**config.mk**
```make
export PLATFORM = sky130hd
export DESIGN_NAME = cart_bus_sequencer
export DESIGN_NICKNAME = d
export VERILOG_FILES = /design/src/rtl/cart_bus_sequencer.sv
export SDC_FILE = /design/constraint.sdc
export NUM_CORES = 1
export LEC_CHECK = 0
export BUFFER_PORTS_ARGS = -buffer_cell sky130_fd_sc_hd__buf_2
export CAP_MARGIN = 20
export CORE_MARGIN = 3
export CORE_UTILIZATION = 28
export CTS_BUF_LIST = sky130_fd_sc_hd__clkbuf_4 sky130_fd_sc_hd__clkbuf_8
export DETAILED_ROUTE_END_ITERATION = 12
export SLEW_MARGIN = 20
export SYNTH_ARGS = -nofsm -noshare
export SYNTH_HDL_FRONTEND = slang
export SYNTH_SLANG_ARGS = --single-unit
export TNS_END_PERCENT = 10
```
**constraint.sdc**
```tcl
create_clock -name clk -period 2.2 [get_ports clk]
set_input_delay 0.55 -clock clk [delete_from_list [all_inputs] [get_ports clk]]
set_output_delay 0.55 -clock clk [all_outputs]
set_load 0.005 [all_outputs]
```
**src/rtl/cart_bus_sequencer.sv**
```systemverilog
// Cartridge-bus sequencer: turns one decoded CPU access plus the mapper's resolved outputs into a
// memory req/ack transaction, a mapper register read, or an open-bus return, and keeps the open-bus latch.
module cart_bus_sequencer #(
    parameter int TIMEOUT = 15,
    parameter int ADDR_W  = 22
) (
    input  logic              clk,
    input  logic              reset,
    input  logic              ce,
    input  logic              cart_sel,
    input  logic              prg_read,
    input  logic              prg_write,
    input  logic [15:0]       prg_ain,
    input  logic [7:0]        cpu_wdata,
    input  logic [ADDR_W-1:0] prg_aout,
    input  logic              prg_allow,
    input  logic [7:0]        prg_dout,
    input  logic [15:0]       flags_out,
    output logic [7:0]        cpu_rdata,
    output logic              cpu_rvalid,
    output logic              mem_req,
    output logic              mem_we,
    output logic [ADDR_W-1:0] mem_addr,
    output logic [7:0]        mem_wdata,
    input  logic              mem_ack,
    input  logic [7:0]        mem_rdata,
    output logic [7:0]        open_bus,
    output logic              timeout_err,
    output logic              drop_err,
    output logic [2:0]        o_dbg_state
);
    typedef enum logic [2:0] {
        S_IDLE = 3'd0,
        S_RD   = 3'd1,
        S_CRD  = 3'd2,
        S_WR   = 3'd3,
        S_DONE = 3'd4
    } state_t;

    state_t            r_state;
    state_t            w_next;
    logic [7:0]        r_cnt;
    logic              r_hold;
    logic              r_is_rd;
    logic [7:0]        r_wdata;
    logic [7:0]        r_rdata;
    logic [7:0]        r_open_bus;
    logic [7:0]        r_mem_wdata;
    logic [ADDR_W-1:0] r_mem_addr;
    logic              r_mem_we;
    logic              r_timeout_err;
    logic              r_drop_err;
    logic              w_access;
    logic              w_start;
    logic              w_req;
    logic              w_timeout;
    logic              w_unused;

    // Handshake: mem_req is a pure function of the state register and stays high until the cycle
    // mem_ack is sampled with it; address/we/wdata only change on that accepting edge.
    assign w_access  = cart_sel & (prg_read | prg_write);
    assign w_start   = ce & w_access & (r_state == S_IDLE);
    assign w_req     = (r_state == S_RD) | (r_state == S_CRD) | (r_state == S_WR);
    assign w_timeout = w_req & ~mem_ack & (r_cnt == 8'(TIMEOUT - 1));
    assign w_unused  = ^{prg_ain[14:0], flags_out[15:3], flags_out[0]};

    always_ff @(posedge clk or posedge reset) begin
        if (reset) r_state <= S_IDLE;
        else       r_state <= w_next;
    end

    always_comb begin
        w_next = r_state;
        case (r_state)
            S_IDLE: begin
                if (w_start) begin
                    if (prg_read) begin
                        if (flags_out[1])   w_next = S_DONE;
                        else if (prg_allow) w_next = S_RD;
                        else                w_next = S_DONE;
                    end else begin
                        if (flags_out[1])                                  w_next = S_DONE;
                        else if (prg_allow && flags_out[2] && prg_ain[15]) w_next = S_CRD;
                        else if (prg_allow)                                w_next = S_WR;
                        else                                               w_next = S_DONE;
                    end
                end
            end
            S_RD:    if (mem_ack || w_timeout) w_next = S_DONE;
            S_CRD: begin
                if (mem_ack)        w_next = S_WR;
                else if (w_timeout) w_next = S_DONE;
            end
            S_WR:    if (mem_ack || w_timeout) w_next = S_DONE;
            S_DONE:  if (!r_hold) w_next = S_IDLE;
            default: w_next = S_IDLE;
        endcase
    end

    always_comb begin
        mem_req    = 1'b0;
        cpu_rvalid = 1'b0;
        case (r_state)
            S_RD, S_CRD, S_WR: mem_req = 1'b1;
            S_DONE:            cpu_rvalid = ~r_hold;
            default:           ;
        endcase
    end

    // Direct (no memory) accesses spend an extra hold cycle in DONE so that their completion
    // lands two cycles after ce, the same as a memory access acked in its first request cycle.
    always_ff @(posedge clk or posedge reset) begin
        if (reset) begin
            r_cnt         <= '0;
            r_hold        <= 1'b0;
            r_is_rd       <= 1'b0;
            r_wdata       <= '0;
            r_rdata       <= '0;
            r_open_bus    <= '0;
            r_mem_wdata   <= '0;
            r_mem_addr    <= '0;
            r_mem_we      <= 1'b0;
            r_timeout_err <= 1'b0;
            r_drop_err    <= 1'b0;
        end else begin
            r_timeout_err <= w_timeout;
            r_drop_err    <= ce & w_access & (r_state != S_IDLE);

            if (w_req && !(r_state == S_CRD && mem_ack)) r_cnt <= r_cnt + 8'd1;
            else                                         r_cnt <= '0;

            if (w_start) begin
                r_is_rd <= prg_read;
                r_wdata <= cpu_wdata;
                r_hold  <= (w_next == S_DONE);
                if (prg_read) begin
                    if (flags_out[1])    r_rdata <= prg_dout;
                    else if (!prg_allow) r_rdata <= r_open_bus;
                end
                if (w_next != S_DONE) begin
                    r_mem_addr <= prg_aout;
                    r_mem_we   <= (w_next == S_WR);
                    if (w_next == S_WR) r_mem_wdata <= cpu_wdata;
                end
            end

            if (r_state == S_RD) begin
                if (mem_ack)        r_rdata <= mem_rdata;
                else if (w_timeout) r_rdata <= r_open_bus;
            end

            // Bus conflict: the ROM drives the bus too, so the stored byte is the AND of both.
            if (r_state == S_CRD && mem_ack) begin
                r_mem_we    <= 1'b1;
                r_mem_wdata <= r_wdata & mem_rdata;
                r_wdata     <= r_wdata & mem_rdata;
            end

            if (r_state == S_DONE) begin
                r_hold <= 1'b0;
                if (!r_hold) r_open_bus <= r_is_rd ? r_rdata : r_wdata;
            end
        end
    end

    assign cpu_rdata   = r_rdata;
    assign mem_we      = r_mem_we;
    assign mem_addr    = r_mem_addr;
    assign mem_wdata   = r_mem_wdata;
    assign open_bus    = r_open_bus;
    assign timeout_err = r_timeout_err;
    assign drop_err    = r_drop_err;
    assign o_dbg_state = r_state;
endmodule

```
Word-level counts from Yosys, hierarchy flattened
Cells that the tools add are included.
{"block": "word_totals", "inputBits": 86, "ff_bits": 70, "out_inout_bits": 54, "wordCells": 85}
{"block": "classes", "n_eq_ne": 8, "muxes": 34, "bitwise": 12, "n_reduce_logical": 18, "add_sub_neg": 1}
{"operator": "$mux W8", "n": 15}
{"operator": "$mux W3", "n": 11}
{"operator": "$pmux W3 S4", "n": 1}
{"operator": "$eq A3 B2 Y1 const B", "n": 3}
{"operator": "$add A8 B1 Y8 const B", "n": 1}
{"operator": "$and A8 B8 Y8", "n": 1}
{"operator": "$eq A8 B4 Y1 const B", "n": 1}
{"operator": "$reduce_bool A2 Y1", "n": 4}
{"operator": "$mux W1", "n": 7}
{"operator": "$and A1 B1 Y1", "n": 6}
{"operator": "$eq A3 B3 Y1 const B", "n": 2}
{"operator": "$reduce_and A2 Y1", "n": 3}
{"operator": "$logic_and A1 B1 Y1", "n": 4}
{"operator": "$eq A3 B1 Y1 const B", "n": 1}
{"operator": "$logic_not A3 Y1", "n": 1}
{"operator": "$ne A3 B3 Y1 const B", "n": 1}
{"operator": "$or A1 B1 Y1", "n": 3}
{"operator": "$reduce_and A3 Y1", "n": 1}
{"operator": "$reduce_bool A3 Y1", "n": 1}
{"operator": "$reduce_or A3 Y1", "n": 1}
{"operator": "$not A1 Y1", "n": 2}
{"operator": "$reduce_or A2 Y1", "n": 1}
{"operator": "$logic_not A1 Y1", "n": 1}
{"operator": "$logic_or A1 B1 Y1", "n": 1}

Longest topological paths before layout
{"block": "depth", "word_depth": 13, "ltp_mapped": 8, "depth_no_buf": 7}

Worst setup path before layout
Ideal clock, no wire load.
{"block": "synth_path", "path_kind": "in2reg", "start": "in mem_ack", "end": "reg r_mem_wdata[0], in the netlist mem_wdata[0]", "setup_time_ps": 125, "t_arrival_ps": 2020, "n_path_buf": 2, "path_stages": 7, "path_slack_ps": 54, "required_time_ps": 2075, "path_cell_list": "inv_1 -> nor4b_2 -> nand2b_1 -> buf_4 -> and3_4 -> buf_6 -> mux2_4"}
{"block": "synth_via", "elab_chain_len": 9, "word_cells_on_any_way": 16, "classes_between": "2 x eq/ne; 5 x mux; 3 x bitwise; 6 x reduce/logical"}
{"item": "start, declared", "line": "25", "source": "input logic mem_ack,"}
{"item": "$not A1 Y1", "line": "64", "source": "assign w_timeout = w_req & ~mem_ack & (r_cnt == 8'(TIMEOUT - 1));"}
{"item": "$and A1 B1 Y1 (2 in series)", "line": "64"}
{"item": "$mux W3 or $logic_or A1 B1 Y1 (tied branches)", "line": "92, 89, 94"}
{"item": "$mux W3, on equally long branches", "line": "91, 89, 94"}
{"item": "$pmux W3 S4", "line": "74", "source": "case (r_state)"}
{"item": "$eq A3 B2 Y1 or $ne A3 B3 Y1 (tied branches)", "line": "143, 140"}
{"item": "$reduce_bool A2 Y1 (no source line)"}
{"item": "$reduce_and A3 Y1 (no source line)"}
{"item": "end signal, assigned", "line": "143", "source": "if (w_next == S_WR) r_mem_wdata <= cpu_wdata;"}
{"item": "end signal, assigned", "line": "155", "source": "r_mem_wdata <= r_wdata & mem_rdata;"}
{"item": "end, declared", "line": "48", "source": "logic [7:0] r_mem_wdata;"}
Several ways; a longest one is shown, not always the timed one.
A chain may end at the register's enable or synchronous reset.

Final worst setup path
{"block": "layout_path", "start": "reg r_cnt[4]", "end": "reg r_mem_wdata[6], in the netlist mem_wdata[6]"}
{"block": "layout_via", "elab_chain_len": 8, "word_cells_on_any_way": 12, "classes_between": "3 x eq/ne; 4 x mux; 1 x bitwise; 4 x reduce/logical"}
{"item": "start, declared", "line": "42", "source": "logic [7:0] r_cnt;"}
{"item": "start signal, assigned", "line": "129", "source": "if (w_req && !(r_state == S_CRD && mem_ack)) r_cnt <= r_cnt + 8'd1;"}
{"item": "$eq A8 B4 Y1 (*)", "line": "64"}
{"item": "$and A1 B1 Y1 (*)", "line": "64"}
{"item": "$mux W3 or $logic_or A1 B1 Y1 (tied branches)", "line": "92, 89, 94"}
{"item": "$mux W3, on equally long branches", "line": "91, 89, 94"}
{"item": "$pmux W3 S4 (*)", "line": "74"}
{"item": "named net w_next[0]", "line": "41", "source": "state_t w_next;"}
{"item": "$eq A3 B2 Y1 or $ne A3 B3 Y1 (tied branches)", "line": "143, 140"}
{"item": "$reduce_bool A2 Y1 (no source line)"}
{"item": "$reduce_and A3 Y1 (no source line) (*)"}
The timed path passes the listed nets; every way through them passes the cells marked *.

==> results.ini <==
[placement]
place_congestion=0.773
portBuffers=110
place_hpwl_um=6980

[sta]
min_period_ns=2.13
fin_skew_ns=0.0133
finalSetupViolCount=0
tns_ns=0
fin_crit_sh_pct=96.9
holdWs_ns=0.323
finalHoldViolCount=0
rsz0062_at_grt=no
slew_headroom_pct=56.1
finalMaxSlewViolations=0
worst_slew_pin_slew_ns=0.657
fmax_mhz=469

[job]
cap_violations=0

[cells_and_area]
nets=567
final_cell_mix=110 x buf_2, 99 x nand2_1, 70 x dfrtp_1
antenna_cells=0
layout-drive-gt1-share_pct=34.3
final_core_util_pct=38.0
syn_to_final_growth_pct=30.9
final_common_cell=buf_2

[routing]
drtPass1Iterations=4
wl_per_cell_um=15.0
drc=0
drtIter0Drc=184
ant_nets=0
drt_wl_total_um=9420
via_per_inst=4.80
vias=3010

[global_route]
grt.busiest_layer=met2
grt_pass1_vias=2954
grt_use_met2_pct=22.7
grt_pass1_wl_um=15000
antenna_found_initial=2
use_met1_pct=19.3
grt_usage_pct=14.4
met3_usage_pct=4.74
grt_overflow_total=0
grt_max_degree=40

[pwr]
combPwrFrac_pct=33.8
switching_share_pct=35.5
power_switching_uw=1710
clock_power_share_pct=21.7
pwr_density_cell_nw_per_um2=1100
intPower_uw=3100
leakage_uw=0.00222
p_seq_share_pct=44.4
ir_worst_vdd_v=0.000467

[synthesis]
synthesis.nets=441
syn_inst=353
synth_top_family_by_area=simple AND/OR/NAND/NOR gates
yosys.area_share.xor_xnor_pct=1.31
ys.flop_type=dfrtp_1
synth.avg_cell_area_um2=9.46
synth_cell_types=46
yosys.area_share.simple_pct=22.0
synth-compound-area-share_pct=14.1
yosys_register_bits=70
ys_async_sr_fraction_pct=100
synth-adder-area-share_pct=0.749
synth_mux_area_share_pct=5.99
seq_area_frac_synth_pct=52.4
syn_area_um2=3340
synth_edf_count=0
yosys_warnings=0

[clock_tree]
root_buffer=clkbuf_8
cts_resized=0
cts_max_level=3
cts_tree=done
cts_setup_buffers=0
clk_path_buf_depth=2
cts-hold-fix-buffers=0
insertion_delay_ns=0.35
cts_sinks=70
cts_buffers=9
path_clk_slew_ns=0.08

[floorplanning]
pin_count=140
core_region_area_um2=11500
core.rowCount=39
die-width_um=115
start_util_pct=29.0
dieArea_um2=13300
die_y_um=115

[critical_path]
crit_path_end_kind=flip-flop
worst_setup_path_start_kind=flip-flop
critical_path.max_fanout=8
crit_type=flip-flop to flip-flop
worstPathArrival_ns=2.36
reg2reg_slack_ns=0.07
required_ns=2.43

[hold_path]
hold_class=input pin to async pin

[status]
status=finished, final reports clean

==> worst max-delay path, cell delays in order (launching register included) <==
cell and delay [ns]:
dfrtp_1 0.39, or4_4 0.56, o2111a_1 0.28, a211o_1 0.27, and3_4 0.22, mux2_4 0.31
==> cells by family (layout without fill, tap and decap cells) <==
kind of cell / count (synthesis) / after routing
buffers and inverters: 25 / 156
XOR/XNOR: 5 / 5
multiplexers: 16 / 16
flip-flops: 70 / 70
AND/OR/NAND/NOR: 165 / 165
AO/OA/AOI/OAI: 70 / 70
adder cells (fa/ha/maj): 2 / 2
==> sequential cells by signal (all words and copies together) (netlist names), 3 cells and up <==
name         count
cpu_rdata        8
mem_addr        22
mem_wdata        8
o_dbg_state      3
open_bus         8
r_cnt            8
r_wdata          8
==> routing by layer <==
layer	up-vias	wire length, um
met5	-	25
met4	4	97
met3	15	768
met2	101	4310
met1	1424	4210
li1	1466	-
==> Yosys cell counts (2+ instances only) <==
| library cell | n | area share, % |
|---|---|---|
| nand4_1 | 2 | 0.37 |
| nor2b_1 | 2 | 0.37 |
| nand3_1 | 4 | 0.60 |
| nor3_1 | 2 | 0.30 |
| o21ai_0 | 3 | 0.45 |
| dfrtp_1 | 70 | 52 |
| mux2_4 | 8 | 3.6 |
| a22o_1 | 8 | 2.1 |
| nor2_1 | 28 | 3.1 |
| inv_1 | 6 | 0.67 |
| xor2_1 | 4 | 1.0 |
| buf_6 | 2 | 0.67 |
| a21oi_1 | 26 | 3.9 |
| a22oi_1 | 8 | 1.8 |
| clkbuf_1 | 14 | 1.6 |
| and2_1 | 2 | 0.37 |
| or3_1 | 8 | 1.5 |
| nand2b_1 | 9 | 1.7 |
| o22ai_1 | 8 | 1.5 |
| o221ai_1 | 7 | 1.8 |
| mux2i_1 | 8 | 2.4 |
| nand2_1 | 99 | 11 |
| ha_1 | 2 | 0.75 |
==> per-stage QoR <==
step	instance area, um2	setup slack, ns	std cells	power, uW
after floorplan	3340	0.0545	353	2990
after global placement	4170	0.0908	611	3740
after detailed placement	4170	0.0813	611	3790
after CTS	4370	0.0570	627	4860
after global routing	4370	0.0149	627	5180
final	4370	0.0673	627	4810
==> final cells by class <==
type | count | area [um2]
fill | 1187 | 7140
clock buffer | 9 | 124
timing repair buffer | 134 | 731
tap | 143 | 179
multi-input combinational | 258 | 1490
clock inverter | 7 | 73.8
sequential | 70 | 1750
inverter | 6 | 26.3
==> power groups by stage <==
stage	logic, uW	registers (uW)	clock network (uW)
floorplan	907	2080	0
global placement	1610	2130	0
global route	1840	2200	1150
CTS	1650	2130	1090
detailed placement	1650	2140	0
finish	1630	2140	1040
==> path summary, 6_finish.rpt <==
kind	start	end	cells past startpoint
setup / recovery	r_cnt[4]$_DFF_PP0_	mem_wdata[6]$_DFFE_PP0P_	5
hold / removal	reset	r_cnt[7]$_DFF_PP0_	3
setup reg to reg	r_cnt[4]$_DFF_PP0_	mem_wdata[6]$_DFFE_PP0P_	5
hold reg to reg	mem_addr[12]$_DFFE_PP0P_	mem_addr[12]$_DFFE_PP0P_	2
max in group asynchronous	reset	cpu_rdata[7]$_DFF_PP0_	3
min in group clk	prg_aout[16]	mem_addr[16]$_DFFE_PP0P_	3
(Power assumes the default switching activity.)
